--- config.mk ---
export PLATFORM = sky130hd
export DESIGN_NAME = tdm_demux16
export DESIGN_NICKNAME = d
export VERILOG_FILES = /design/src/rtl/tdm_pkg.sv /design/src/rtl/tdm_slot_counter.sv /design/src/rtl/tdm_demux16.sv
export SDC_FILE = /design/constraint.sdc
export NUM_CORES = 1
export LEC_CHECK = 0
export BUFFER_PORTS_ARGS = -buffer_cell sky130_fd_sc_hd__buf_2
export CORE_MARGIN = 4
export CORE_UTILIZATION = 50
export DETAILED_ROUTE_END_ITERATION = 8
export GPL_ROUTABILITY_DRIVEN = 1
export HOLD_SLACK_MARGIN = 0.06
export PLACE_DENSITY = 0.71
export SYNTH_ARGS = -nofsm -noshare
export SYNTH_HDL_FRONTEND = slang
export SYNTH_SLANG_ARGS = --single-unit
--- constraint.sdc ---
create_clock -name clk -period 3.15 [get_ports clk]
set_input_delay 0.63 -clock clk [delete_from_list [all_inputs] [get_ports clk]]
set_output_delay 0.63 -clock clk [all_outputs]
set_load 0.005 [all_outputs]
--- src/rtl/tdm_pkg.sv ---
// rtl/tdm_pkg.sv - shared constants and state type for the TDM demux; frame length depends on TDM_DEMUX_PARITY_EN
package tdm_pkg;

    localparam int SLOTS = 16;

`ifdef TDM_DEMUX_PARITY_EN
    // Sixteen data slots followed by one even-parity slot
    localparam int FRAME_LEN = SLOTS + 1;
`else
    localparam int FRAME_LEN = SLOTS;
`endif

    // Wide enough to index slot 16 when the parity slot is present
    localparam int SLOT_W = 5;

    typedef enum logic [0:0] {
        HUNT = 1'b0,
        RECV = 1'b1
    } state_e;

endpackage

--- src/rtl/tdm_slot_counter.sv ---
// rtl/tdm_slot_counter.sv - wrapping frame slot counter with load-to-1 and clear
module tdm_slot_counter
    import tdm_pkg::*;
(
    input  logic              clk,
    input  logic              rst,
    input  logic              inc,
    input  logic              load1,
    input  logic              clr,
    output logic [SLOT_W-1:0] cnt
);

    localparam logic [SLOT_W-1:0] LAST_SLOT = SLOT_W'(FRAME_LEN - 1);

    logic [SLOT_W-1:0] cnt_q;
    logic [SLOT_W-1:0] cnt_d;

    // Clear beats load, load beats increment; increment wraps after the last slot
    always_comb begin
        cnt_d = cnt_q;
        if (clr) begin
            cnt_d = '0;
        end else if (load1) begin
            cnt_d = SLOT_W'(1);
        end else if (inc) begin
            cnt_d = (cnt_q == LAST_SLOT) ? '0 : cnt_q + SLOT_W'(1);
        end
    end

    // Slot register with synchronous reset
    always_ff @(posedge clk) begin
        if (rst) begin
            cnt_q <= '0;
        end else begin
            cnt_q <= cnt_d;
        end
    end

    assign cnt = cnt_q;

endmodule

--- src/rtl/tdm_demux16.sv ---
// rtl/tdm_demux16.sv - 16-slot serial TDM demultiplexer with frame-sync tracking; TDM_DEMUX_PARITY_EN adds a parity slot
module tdm_demux16
    import tdm_pkg::*;
#(
    parameter int MISS_MAX = 2
) (
    input  logic        clk,
    input  logic        rst,
    input  logic        din,
    input  logic        din_en,
    input  logic        fsync,
    output logic [15:0] dout,
    output logic        dout_valid,
    output logic [3:0]  slot,
    output logic        locked,
    output logic        sync_err,
    output logic        parity_err
);

    localparam logic [SLOT_W-1:0] LAST_SLOT = SLOT_W'(FRAME_LEN - 1);
    localparam logic [2:0]        MISS_LIM  = 3'(MISS_MAX);

    state_e            state_q, state_d;
    logic [2:0]        miss_q, miss_d;
    logic [15:0]       shadow_q, shadow_d;
    logic [15:0]       dout_q, dout_d;
    logic              valid_q, valid_d;
    logic              serr_q, serr_d;
    logic              perr_q, perr_d;
    logic              cnt_inc, cnt_load1, cnt_clr;
    logic [SLOT_W-1:0] slot_cnt;
    logic [2:0]        miss_next;

    assign miss_next = miss_q + 3'd1;

    tdm_slot_counter u_slot_counter (
        .clk   (clk),
        .rst   (rst),
        .inc   (cnt_inc),
        .load1 (cnt_load1),
        .clr   (cnt_clr),
        .cnt   (slot_cnt)
    );

    // Per-strobe frame tracking: capture bits, detect sync faults, publish completed frames
    always_comb begin
        state_d   = state_q;
        miss_d    = miss_q;
        shadow_d  = shadow_q;
        dout_d    = dout_q;
        valid_d   = 1'b0;
        serr_d    = 1'b0;
        perr_d    = 1'b0;
        cnt_inc   = 1'b0;
        cnt_load1 = 1'b0;
        cnt_clr   = 1'b0;
        if (din_en) begin
            case (state_q)
                HUNT: begin
                    if (fsync) begin
                        shadow_d[0] = din;
                        cnt_load1   = 1'b1;
                        miss_d      = 3'd0;
                        state_d     = RECV;
                    end
                end
                RECV: begin
                    if (slot_cnt == '0) begin
                        if (fsync) begin
                            miss_d      = 3'd0;
                            shadow_d[0] = din;
                            cnt_load1   = 1'b1;
                        end else begin
                            serr_d = 1'b1;
                            if (miss_next == MISS_LIM) begin
                                // Too many missing syncs: drop lock and discard this bit
                                state_d = HUNT;
                                miss_d  = 3'd0;
                                cnt_clr = 1'b1;
                            end else begin
                                miss_d      = miss_next;
                                shadow_d[0] = din;
                                cnt_load1   = 1'b1;
                            end
                        end
                    end else if (fsync) begin
                        // Early sync: abandon the partial frame and restart at slot 0
                        serr_d      = 1'b1;
                        shadow_d[0] = din;
                        cnt_load1   = 1'b1;
                    end else if (slot_cnt == LAST_SLOT) begin
`ifdef TDM_DEMUX_PARITY_EN
                        dout_d = shadow_q;
                        perr_d = din ^ (^shadow_q);
`else
                        dout_d = {din, shadow_q[14:0]};
`endif
                        valid_d = 1'b1;
                        cnt_inc = 1'b1;
                    end else begin
                        shadow_d[slot_cnt[3:0]] = din;
                        cnt_inc                 = 1'b1;
                    end
                end
                default: state_d = HUNT;
            endcase
        end
    end

    // State, frame and pulse registers with synchronous reset
    always_ff @(posedge clk) begin
        if (rst) begin
            state_q  <= HUNT;
            miss_q   <= 3'd0;
            shadow_q <= 16'h0000;
            dout_q   <= 16'h0000;
            valid_q  <= 1'b0;
            serr_q   <= 1'b0;
            perr_q   <= 1'b0;
        end else begin
            state_q  <= state_d;
            miss_q   <= miss_d;
            shadow_q <= shadow_d;
            dout_q   <= dout_d;
            valid_q  <= valid_d;
            serr_q   <= serr_d;
            perr_q   <= perr_d;
        end
    end

    assign dout       = dout_q;
    assign dout_valid = valid_q;
    assign slot       = slot_cnt[3:0];
    assign locked     = (state_q == RECV);
    assign sync_err   = serr_q;
    assign parity_err = perr_q;

endmodule

==> out/metrics.cfg, run 1 <==
[timing]
relSlewSlack_pct = 54.8
skew_ns = 0.00545
timing.fmax_mhz = 386
tightest_slew_ns = 0.673
rsz0062_at_grt = no
setup_viol = 0
layout_min_cycle_time_ns = 2.59
report.final.slew_viol_count = 0
fin_ws_ns = 0.561
finalCritPeriodShare_pct = 82.2
hold_violations = 0
setup-tns-final_ns = 0

[floorplanning]
die_h_um = 70.7
start_util_pct = 52.9
dieWidth_um = 70.7
die_area_mm2 = 0.00500
core_mm2 = 0.00372
io_pins = 29
row_count = 22

[clock_tree]
htree_levels = 2
post_cts_buffers = 0
cts_tree = done
root_buffer = clkbuf_8
path_clk_slew_ns = 0.08
clock_latency_ns = 0.30
cts_buffer_depth = 2
cts_repair_resize_count = 0
numCtsBuffers = 5
cts.sinks = 42
holdBufCountCts = 0

[synth]
yosys.area.top_type = dfxtp_1
synth_area_leaders = dfxtp_1 (43%), nand2_1 (11%), mux2i_1 (8.2%)
synth.top_cells.by_count = nand2_1 (56), dfxtp_1 (42), a21oi_1 (24)
yosys_warnings = 0
synth_top_area_share_pct = 42.8
synth_area_mm2 = 0.00196
synth_ff_type = dfxtp_1
syn_inst = 229
yosys_register_bits = 42
synthArstFlopShare_pct = 0
synth_edf_count = 0
synth_seq_area_share_pct = 42.8
synth_cell_types = 36
syn_nets = 241
synth.most_common_cell = nand2_1
syn_avg_cell_area_um2 = 8.58

[drt]
viasPerCell = 5.34
firstDrtPassIters = 4
wirelength_um = 4050
vias = 1571
drt_drc_violations_left = 0
wl_per_cell_um = 13.8
postRouteAntennaNets = 0
dr.first_iter.drc_count = 74

[critical_path]
cp.arrival_ns = 2.81
crit_path_end_kind = flip-flop
cp.required_ns = 3.38
start_kind = flip-flop
worst_path_max_delay_cell = nor4b_4
r2r-start = u_slot_counter.cnt[0]
crit_fanout = 16
worst-path-buf-inv = 2
crit_path_cell_trace = inv_1, ha_1, nor4b_4, inv_2, ha_1, and3_1, nand2_1, nand2_1, a21oi_1
crit_family = simple AND/OR/NAND/NOR gates
critPathMaxStageDelay_ns = 0.47
critPathLaunch = u_slot_counter.cnt[0]
crit_type = flip-flop to flip-flop

[cells_and_area]
drive_gt1_share_pct = 17.9
diodes = 0
syn_to_final_growth_pct = 9.43
multi_input_area_um2 = 981
fill_cells = 345
nets = 257
stdcell_count = 294
register_area_um2 = 841

[place]
dp.cells = 286
place_ws_ns = 0.550
place.gp.congestion = 0.827
portBuffers = 27
hpwl_um = 2770

[power]
p_leak_nw = 0.903
powerDensity_mw_per_mm2 = 449
peakVddDrop_mv = 0.271

[global_routing]
grt_pass1_vias = 1431
gr-total-overflow = 0
grt_max_degree = 24
grt_usage_pct = 16.9
grt_pass1_wl_um = 6710
antenna_found_initial = 0

[hold_path]
hp-start = dout[13]
worstHoldPathType = flip-flop to flip-flop

[run_status]
status = complete, no violations

[run]
max_cap_violations = 0

-- layout by cell type (no fill, tap or decap), types with 2 or more instances in the layout --
master    netlist  routed
a21oi_1        24      24
buf_2           3      27
dfxtp_1        42      42
mux2i_1        16      16
nor3b_1         2       2
nor2b_1         2       2
nor3_1          3       3
nor2_1          4       4
nand2_1        56      56
clkbuf_8        0       6
nand4_1         6       6
xor2_1          2       2
ha_1            7       7
nand3_1        13      13
nand4b_1        2       2
o21ai_0         7       7
inv_1           7       7
-- path summary, 6_finish.rpt --
check | endpoint | slack [ns] | cells after the start
max | dout[14] | 0.56 | 9
min reg2reg | dout[13] | 0.45 | 2
max reg2reg | dout[14] | 0.56 | 9
min | dout[13] | 0.45 | 2
-- through the flow --
step	instance area, µm²	utilization [%]	hold WS [ns]	power [mW]
finish	2150	57.8	0.454	0.964
global route	2150	57.8	0.467	1.01
CTS	2150	57.8	0.457	0.974
detailed placement	2050	55.3	0.445	0.613
global placement	2050	55.3	0.439	0.612
floorplan	1960	-	0.432	0.598
-- flip-flops by register name, summed over array words and instances (netlist names) --
signal	flops
miss_q	3
dout	16
dout_valid	1
shadow_q	15
sync_err	1
locked	1
u_slot_counter.cnt	5
-- power by group --
part	total, mW	switching, mW	leakage, nW	internal [mW]
registers	0.540	0.00614	0.339	0.534
clock network	0.363	0.187	0.0472	0.176
logic	0.0611	0.0411	0.517	0.0200
-- per-layer routing --
layer	GRT usage (%)	up-vias	wire, µm
li1	-	805	-
met1	22.4	709	1880
met2	24.9	50	1760
met3	5.11	7	341
met4	8.14	0	68
met5	0	-	0
-- tightest hold or removal path: stages, from the launching register on --
cell     delay (ns)
dfxtp_1        0.31
nand2_1        0.05
a21oi_1        0.05
-- logic make-up after synthesis --
kind of cell	after synthesis	synth area share, %
buf+inv	27	7.26
mux	17	8.73
simple gates	95	24.3
flops	42	42.8
fa+ha+maj	7	4.46
other cells	1	0.191
compound gates	37	10.9
xor+xnor	3	1.34
-- cell type report --
class / instances / area share (%)
Multi-Input combinational cell: 160 / 45.6
Timing Repair Buffer: 28 / 6.64
Inverter: 8 / 1.40
Clock inverter: 2 / 0.582
Tap cell: 48 / 2.79
Sequential cell: 42 / 39.1
Clock buffer: 6 / 3.84
Power figures use the tool's default switching activity.
==> run 2, diff against run 1 <==
==> constraint.sdc (replaced) <==
create_clock -name clk -period 2.39 [get_ports clk]
set_input_delay 0.478 -clock clk [delete_from_list [all_inputs] [get_ports clk]]
set_output_delay 0.478 -clock clk [all_outputs]
set_load 0.005 [all_outputs]
==> run 2 against run 1 <==
Effect of this change: first-iteration DRC count is 5.4% higher; combinational power is 55% higher; fmax is 16% higher; register-to-register slack worse by 0.39 ns; core utilization is 1.9 points higher; cell count is 3.1% higher; clock power is 28% higher; critical path depth is 1 higher; global-route usage is 0.76 points higher; highest routed layer unchanged.
==> out/metrics.cfg, run 2 (same netlist as run 1, synthesis figures left out) <==
[run_status]
status = complete, no violations  ; unchanged

[timing]
finalCritPeriodShare_pct = 93.0  ; was 82.2%
setup-tns-final_ns = 0  ; unchanged
layout_min_cycle_time_ns = 2.22  ; was 2.59 ns
skew_ns = 0.0109  ; was 0.00545 ns
timing.fmax_mhz = 450  ; was 386 MHz
report.final.slew_viol_count = 0  ; unchanged
setup_viol = 0  ; unchanged
hold_violations = 0  ; unchanged

[clock_tree]
cts_tree = done  ; unchanged
holdBufCountCts = 0  ; unchanged
cts_buffer_depth = 2  ; unchanged
clock_latency_ns = 0.30  ; about the same
path_clk_slew_ns = 0.09  ; was 0.08 ns
cts.sinks = 42  ; unchanged
numCtsBuffers = 5  ; unchanged
htree_levels = 2  ; unchanged
root_buffer = clkbuf_8  ; unchanged

[drt]
wirelength_um = 4240  ; was 4050 µm
dr.first_iter.drc_count = 78  ; was 74
firstDrtPassIters = 5  ; was 4
postRouteAntennaNets = 0  ; unchanged
vias = 1599  ; was 1,571
wl_per_cell_um = 14.0  ; was 13.8 µm
drt_drc_violations_left = 0  ; unchanged
viasPerCell = 5.28  ; was 5.34

[floorplanning]
io_pins = 29  ; unchanged
die_h_um = 70.7  ; unchanged
core_mm2 = 0.00372  ; unchanged
row_count = 22  ; unchanged
start_util_pct = 52.9  ; unchanged
dieWidth_um = 70.7  ; unchanged
die_area_mm2 = 0.00500  ; unchanged

[hold_path]
whs_path_depth = 3  ; was 2
hp-start = din  ; was dout[13]
worstHoldPathType = input port to flip-flop  ; was flip-flop to flip-flop
min_to = dout[15]  ; was dout[13]

[cells_and_area]
largest_register_ffs = 16  ; unchanged
syn_to_final_growth_pct = 13.0  ; was 9.43%
layout_commonest_cell = nand2_1  ; unchanged
post-route-util_pct = 59.7  ; was 57.8%
layout_common_cells = nand2_1 (56), dfxtp_1 (42), buf_2 (27), a21oi_1 (24), mux2i_1 (16)  ; unchanged
diodes = 0  ; unchanged
fill_cells = 355  ; was 345
nets = 266  ; was 257
drive_gt1_share_pct = 20.8  ; was 17.9%

[power]
fin_total_pwr_mw = 1.27  ; was 964 µW
powerDensity_mw_per_mm2 = 570  ; was 449 mW/mm²
peakVddDrop_mv = 0.432  ; was 0.271 mV
p_leak_nw = 0.941  ; was 0.903 nW

[global_routing]
grt_max_degree = 24  ; unchanged
grt_usage_pct = 17.6  ; was 16.9%
grt_pass1_vias = 1477  ; was 1,431
antenna_found_initial = 0  ; unchanged
grt_pass1_wl_um = 7060  ; was 6710 µm
gr-total-overflow = 0  ; unchanged

[critical_path]
crit_family = simple AND/OR/NAND/NOR gates  ; unchanged
start_kind = flip-flop  ; unchanged
cp.arrival_ns = 2.45  ; was 2.81 ns
r2r_slack_ns = 0.17  ; was 0.56 ns
critPathMaxStageDelay_ns = 0.38  ; was 0.47 ns
reg2reg_to = dout[8]  ; was dout[14]
crit_type = flip-flop to flip-flop  ; unchanged
reg2reg_depth = 10  ; was 9
worst_path_max_delay_cell = nor4b_4  ; unchanged
crit_path_cell_trace = inv_1, ha_1, nor4b_4, inv_2, ha_1, and3_1, nand2_1, buf_4, nand2_1, a21oi_1  ; was inv_1, ha_1, nor4b_4, inv_2, ha_1, and3_1, nand2_1, nand2_1, a21oi_1
crit_path_end_kind = flip-flop  ; unchanged
cp.required_ns = 2.61  ; was 3.38 ns
crit_fanout = 12  ; was 16
worst-path-buf-inv = 3  ; was 2
r2r-start = u_slot_counter.cnt[1]  ; was u_slot_counter.cnt[0]

[run]
max_cap_violations = 0  ; unchanged

[place]
place.gp.congestion = 0.820  ; was 0.827
portBuffers = 27  ; unchanged
hpwl_um = 2980  ; was 2770 µm

run 2: worst max path at each step:
stage | start | end | slack (ns) | cells after the start
2_1_floorplan | u_slot_counter.cnt[0] | dout[15] | 0.11 | 11
3_3_place_gp | u_slot_counter.cnt[1] | dout[4] | 0.22 | 10
3_5_place_dp | u_slot_counter.cnt[1] | dout[8] | 0.07 | 10
4_1_cts | u_slot_counter.cnt[1] | dout[8] | 0.05 | 10
5_1_grt | u_slot_counter.cnt[1] | dout[8] | -0.0002 | 10
6_report | u_slot_counter.cnt[1] | dout[8] | 0.17 | 10
run 2: worst min-delay path: stages:
cell and delay [ns]:
buf_2 0.13, nand2_1 0.06, a21oi_1 0.05
run 2: layer usage:
layer	global-route usage (%)	share of wire, %	vias up	routed length (µm)
li1	-	-	828	-
met3	4.97	5.5	5	232
met2	27.2	46	38	1960
met4	6.05	1.4	0	60
met1	23.8	47	728	1990
met5	0	0	-	0
run 2: through the flow:
step / hold WS [ns] / instances / setup slack (ns) / instance area (µm²)
after global placement: 0.439 / 294 / 0.218 / 2110
after CTS: 0.451 / 302 / 0.0460 / 2210
final: 0.456 / 303 / 0.167 / 2220
after floorplan: 0.432 / 229 / 0.114 / 1960
after detailed placement: 0.445 / 294 / 0.0707 / 2110
after global routing: 0.462 / 303 / -0.000169 / 2220
run 2: layout make-up:
class,instances,area [µm²],area share [%]
multi-input cells,160,986,44.4
flip-flops and latches,42,841,37.9
clock inverters,3,23.8,1.07
well taps,48,60.1,2.71
repair buffers,37,210,9.47
inverters,8,30.0,1.35
clock buffers,5,68.8,3.10
run 2: power by group:
part | internal [mW] | switching (mW)
combinational | 0.0337 | 0.0610
sequential | 0.704 | 0.00467
clock | 0.209 | 0.254
total | 0.946 | 0.320
run 2: what timing repair did:
| action | CTS | global route |
|---|---|---|
| buffers inserted | 0 | 1 |
| endpoints found under the hold margin | 0 | 0 |
| resized for setup | 0 | 1 |
| endpoints found under the setup margin | 0 | 18 |
